===== src/rtl/mips_instr_encoder.sv =====
// Program loader: encodes symbolic MIPS instruction requests and writes them
// sequentially into instruction memory, one word per two cycles.
module mips_instr_encoder #(
    parameter int ADDR_W = 6
) (
    input  logic              clk,
    input  logic              rst_n,
    input  logic              clear,
    input  logic              in_valid,
    output logic              in_ready,
    input  logic [3:0]        in_kind,
    input  logic [4:0]        in_rs,
    input  logic [4:0]        in_rt,
    input  logic [4:0]        in_rd,
    input  logic [25:0]       in_imm,
    output logic              mem_we,
    output logic [ADDR_W-1:0] mem_addr,
    output logic [31:0]       mem_wdata,
    output logic [ADDR_W:0]   count,
    output logic              full,
    output logic              err
);

    typedef enum logic {
        S_IDLE  = 1'b0,
        S_WRITE = 1'b1
    } state_t;

    state_t              r_state;
    logic [ADDR_W-1:0]   r_ptr;
    logic [ADDR_W:0]     r_count;
    logic                r_err;
    logic                r_we;
    logic [ADDR_W-1:0]   r_addr;
    logic [31:0]         r_wdata;

    logic                w_legal;
    logic [31:0]         w_word;
    logic                w_ready;
    logic                w_full;

    always_comb begin
        w_legal = 1'b1;
        w_word  = '0;
        case (in_kind)
            4'd0:    w_word = {6'b000000, in_rs, in_rt, in_rd, 5'b00000, 6'b100000};
            4'd1:    w_word = {6'b000000, in_rs, in_rt, in_rd, 5'b00000, 6'b100010};
            4'd2:    w_word = {6'b000000, in_rs, in_rt, in_rd, 5'b00000, 6'b100100};
            4'd3:    w_word = {6'b000000, in_rs, in_rt, in_rd, 5'b00000, 6'b100101};
            4'd4:    w_word = {6'b000000, in_rs, in_rt, in_rd, 5'b00000, 6'b101010};
            4'd5:    w_word = {6'b100011, in_rs, in_rt, in_imm[15:0]};
            4'd6:    w_word = {6'b101011, in_rs, in_rt, in_imm[15:0]};
            4'd7:    w_word = {6'b000100, in_rs, in_rt, in_imm[15:0]};
            4'd8:    w_word = {6'b001000, in_rs, in_rt, in_imm[15:0]};
            4'd9:    w_word = {6'b000010, in_imm};
            default: w_legal = 1'b0;
        endcase
    end

    // count never exceeds 2^ADDR_W, so its top bit alone marks a full memory
    assign w_full   = r_count[ADDR_W];
    assign w_ready  = rst_n & (r_state == S_IDLE) & ~w_full & ~clear;

    always_ff @(posedge clk or negedge rst_n) begin
        if (!rst_n) begin
            r_state <= S_IDLE;
            r_ptr   <= '0;
            r_count <= '0;
            r_err   <= 1'b0;
            r_we    <= 1'b0;
            r_addr  <= '0;
            r_wdata <= '0;
        end else if (clear) begin
            r_state <= S_IDLE;
            r_ptr   <= '0;
            r_count <= '0;
            r_err   <= 1'b0;
            r_we    <= 1'b0;
        end else begin
            case (r_state)
                S_IDLE: begin
                    r_we <= 1'b0;
                    if (in_valid && w_ready) begin
                        if (w_legal) begin
                            r_wdata <= w_word;
                            r_addr  <= r_ptr;
                            r_we    <= 1'b1;
                            r_state <= S_WRITE;
                        end else begin
                            r_err <= 1'b1;
                        end
                    end
                end
                S_WRITE: begin
                    r_we    <= 1'b0;
                    r_ptr   <= r_ptr + 1'b1;
                    r_count <= r_count + 1'b1;
                    r_state <= S_IDLE;
                end
                default: r_state <= S_IDLE;
            endcase
        end
    end

    assign in_ready  = w_ready;
    assign mem_we    = r_we;
    assign mem_addr  = r_addr;
    assign mem_wdata = r_wdata;
    assign count     = r_count;
    assign full      = w_full;
    assign err       = r_err;

endmodule

===== config.mk =====
export PLATFORM = sky130hd
export DESIGN_NAME = mips_instr_encoder
export DESIGN_NICKNAME = d
export VERILOG_FILES = /design/src/rtl/mips_instr_encoder.sv
export SDC_FILE = /design/constraint.sdc
export NUM_CORES = 1
export LEC_CHECK = 0
export ABC_AREA = 1
export CELL_PAD_IN_SITES_DETAIL_PLACEMENT = 1
export CELL_PAD_IN_SITES_GLOBAL_PLACEMENT = 1
export CORE_AREA = 5 5 97 99
export CTS_CLUSTER_SIZE = 10
export DETAILED_ROUTE_END_ITERATION = 8
export DIE_AREA = 0 0 102 104
export GPL_TIMING_DRIVEN = 0
export PLACE_DENSITY = 0.91
export SLEW_MARGIN = 20
export SYNTH_ARGS = -nofsm -noshare
export SYNTH_HDL_FRONTEND = slang
export SYNTH_SLANG_ARGS = --single-unit
export TNS_END_PERCENT = 20

===== constraint.sdc =====
create_clock -name clk -period 1.8 [get_ports clk]
set_input_delay 0.18 -clock clk [delete_from_list [all_inputs] [get_ports clk]]
set_output_delay 0.18 -clock clk [all_outputs]
set_load 0.005 [all_outputs]

* Yosys cells after proc, flatten, opt, wreduce, memory -nomap -nowiden *
Cells that the tools add are included.

cells by class
  add/subtract/negate cells = 2
  eq/ne operators = 11
  muxes and demuxes = 14
  bitwise operators = 6
  reduce and logical (&&, ||, !) cells = 7

operators with widths
  operator                                        count
  one-hot mux 32 bit (10 select lines)            1
  == test 4 x 3 -> 1 bit (second input constant)  4
  two-way mux 7 bit                               2
  two-way mux 6 bit                               2
  OR reduction 10 bit                             1
  == test 4 x 2 -> 1 bit (second input constant)  2
  == test 4 bit (second input constant)           2
  two-way mux 1 bit                               8
  adder 7 x 1 -> 7 bit (second input constant)    1
  adder 6 x 1 -> 6 bit (second input constant)    1
  == test 4 x 1 -> 1 bit (second input constant)  1
  logical NOT 4 bit                               1
  inequality test 2 bit (second input constant)   2
  AND reduction 4 bit                             1
  nonzero test 2 bit                              2
  AND 1 bit                                       3
  inverter 1 bit                                  3
  AND reduction 3 bit                             1
  one-hot mux 1 bit (2 select lines)              1
  logical AND 1 bit                               1

storage, ports and cells
  flip-flop bits (word level) = 53
  input bits = 49
  word-level logic and storage cells = 46

* Logic depth before layout (Yosys ltp) *
  depth in word-level cells = 8
  mapped depth = 9
  depth with buffers taken out = 8

* Least setup slack after synthesis *
Ideal clock, no wire load.

  path kind = register to register
  start = register, netlist name mem_we
  end = register r_addr[5] (netlist: mem_addr[5])
  arrival = 1.221 ns
  setup slack = 0.461 ns
  cell stages (with the launch flop) = 9
  path buffers = 2
  path through = dfrtp_1 buf_6 nor2_4 nand3_2 nor2_4 inv_2 buf_6 nand2_1 o21ai_2

RTL lines
  element                 line  RTL
  end signal: assignment  86    r_addr <= r_ptr;
  end: declaration        34    logic [ADDR_W-1:0] r_addr;

==> results by group <==
Floorplan
  – # rows: 34
  – DIE HEIGHT: 104 µm
  – Chip width: 102 µm
  – Core Footprint: 8470 µm²
  – Initial Utilization: 30.2%
  – Die area: 10600 µm²
  – Io pins: 98

Detailed routing
  – Residual DRC: 0
  – Final wirelength: 8130 µm
  – Vias per std cell: 4.66
  – Pre-Repair DR Iteration Count: 4
  – Initial drt markers: 43
  – Routed vias: 2568
  – Antenna viol nets, final: 0
  – Routed len/inst: 14.7 µm

Logic synthesis
  – Yosys warnings: 0
  – Post-synth top cells: nand2_1 (159), dfrtp_1 (51), inv_1 (30)
  – Async SR Flop Fraction: 100%
  – Post-Syn Instances: 338
  – Most numerous cell in the Yosys netlist: nand2_1
  – Post-synth top area cell: dfrtp_1
  – Sequential area share after synthesis: 49.9%
  – #FFs+latches synth: 51
  – Syn_nets: 389
  – Synth Flop Type: dfrtp_1
  – Distinct cells, synth: 23
  – Largest cells by area after synthesis: dfrtp_1 (50%), nand2_1 (23%), inv_1 (4.4%)
  – Number of flops mapped to enable cells by yosys: 0
  – Synth Cell Area: 2560 µm²
  – Synth top area share: 49.9%
  – Avg Cell Area, Syn: 7.57 µm²

Clock tree
  – Clock buffer depth: 2
  – H-Tree Depth: 2
  – CTS tree: done
  – Clock latency on the worst-skew pair: 0.31 ns
  – Root Driver: clkbuf_8
  – TritonCTS Buffers: 5
  – Clock slew at reported path FFs: 0.09 ns
  – CTS sink count: 51

Worst setup path
  – Required time of the critical path: 1.62 ns
  – Bufs and invs on worst path: 3
  – CP cell instances: buf_6, inv_1, nand2_2, nor2_2, dlygate4sd2_1
  – Worst setup SP type: flip-flop
  – FF-to-FF path depth: 8
  – Worst path slowest cell: dfrtp_1
  – Critical Path AT: 1.42 ns
  – Maximum fanout along the worst path: 8
  – Critical path depth: 5
  – CP delay by family, top: buffers and inverters
  – Crit end category: primary output
  – Max incr delay on CP: 0.40 ns
  – Crit Path Class: flip-flop to primary output

Timing
  – Tcrit/Tclk final: 88.8%
  – # setup viols final: 0
  – Final slew viol count: 0
  – Least-Margin Pin Slew: 0.691 ns
  – Tmin final: 1.60 ns
  – Worst setup margin: 0.202 ns
  – Hold Slack: -0.107 ns
  – Max Clock Skew: 0.0108 ns
  – Setup TNS: 0 ns
  – RSZ-0062 raised after global routing: no
  – Max_slew headroom: 53.9%
  – F_max: 626 MHz
  – Count of final hold-check violations: 51

GRT
  – GR Overflow Total: 0
  – Antenna violations before repair: 0
  – First-pass GRT wire length: 13600 µm
  – Number of global-route vias before repair: 2797
  – GRT Util Overall: 15.9%
  – Largest net degree at the start of global routing: 54

Finish
  – Multi-input gate area: 1060 µm²
  – Proportion of layout cells with a drive suffix above 1: 8.35%
  – Design Area, Final: 3750 µm²
  – Register area: 1280 µm²
  – Number of fill cells: 1069
  – Area growth syn-to-layout: 46.6%
  – N_diodes: 0
  – Nets: 493

Place
  – Placed cell areas: 3650 µm²
  – Dpl ws: -0.192 ns
  – Post-DP HPWL: 6340 µm
  – Gpl congestion: 0.794
  – PortBufs: 96

Worst hold path
  – HP Class: input pin to asynchronous set/reset pin

Status
  – Status: complete, but fails checks
  – Failing checks: hold timing

Job
  – Max Cap Violations: 0

Power
  – Leakage power: 0.00185 µW
  – PwrDens: 698 nW/µm²
  – Worst vdd ir: 362 µV
## layout make-up
class | instances | share of cell area (%)
multi-input combinational | 242 | 28.3
timing repair buffer | 97 | 25.7
sequential | 51 | 34.0
buffer | 14 | 3.07
clock buffer | 6 | 1.93
tap | 108 | 3.60
clock inverter | 2 | 0.333
inverter | 31 | 3.10
## metrics by stage
step	utilization (%)	power, µW	std cells
after detailed placement	43.2	1980	542
final	44.3	2620	551
after CTS	44.3	2660	551
after global placement	43.2	1960	542
after floorplan	-	1540	338
after global routing	44.3	2780	551
## logic make-up after synthesis
logic type | after synthesis | synth area share (%)
other cells | 1 | 0.146
simple gates | 211 | 33.4
compound gates | 26 | 5.91
fa+ha+maj | 2 | 0.977
buf+inv | 45 | 9.04
xor+xnor | 2 | 0.684
flops | 51 | 49.9
## where the power goes
group          switching (µW)  internal, µW  total, µW
combinational             260           367        627
sequential               67.6          1250       1320
clock                     398           273        671
total                     726          1890       2620
## final timing paths
kind	start	endpoint	slack [ns]
setup / recovery	mem_we$_DFF_PN0_	in_ready	0.20
hold / removal	rst_n	mem_wdata[10]$_DFFE_PN0P_	-0.11
setup reg to reg	mem_we$_DFF_PN0_	mem_wdata[23]$_DFFE_PN0P_	0.26
hold reg to reg	mem_wdata[27]$_DFFE_PN0P_	mem_wdata[27]$_DFFE_PN0P_	0.49
max in group asynchronous	rst_n	mem_wdata[27]$_DFFE_PN0P_	1.43
min in group clk	in_imm[4]	mem_wdata[4]$_DFFE_PN0P_	0.42
## layer usage
metal / track usage (%) / vias up / wire length, µm
met1: 18.4 / 1251 / 3310
met2: 28.3 / 61 / 4200
met4: 4.22 / 0 / 119
li1: - / 1245 / -
met5: 0 / - / 0
met3: 4.49 / 11 / 499
## registers in the layout (all words and copies together) (netlist names)
signal	count
r_ptr	6
err	1
count	7
mem_we	1
mem_addr	6
mem_wdata	30
## what timing repair did
action | CTS | global route
endpoints found under the setup margin | 1 | 3
gates resized for setup | 3 | 1
hold endpoints to repair | 51 | 51
gates cloned | 0 | 0
pin swaps | 1 | 0
setup buffers | 1 | 0
## layout by cell type, fill, tap and decap left out
cell / instances
xnor2_1: 2
nand2_1: 158
o21ai_2: 5
clkinv_2: 1
inv_1: 30
nand3_1: 18
dfrtp_1: 51
nor2_1: 21
dlygate4sd2_1: 1
nand2_2: 2
nand4_1: 3
a21oi_2: 1
conb_1: 1
nor2_4: 2
buf_6: 5
buf_2: 2
nand3_2: 1
nor2_2: 3
a21oi_1: 3
clkbuf_1: 2
inv_2: 1
o21ai_0: 15
ha_1: 2
a31oi_1: 2
nor3_1: 3
clkinvlp_4: 1
clkbuf_8: 5
clkdlybuf4s50_1: 94
buf_4: 8
Power figures use the tool's default switching activity.
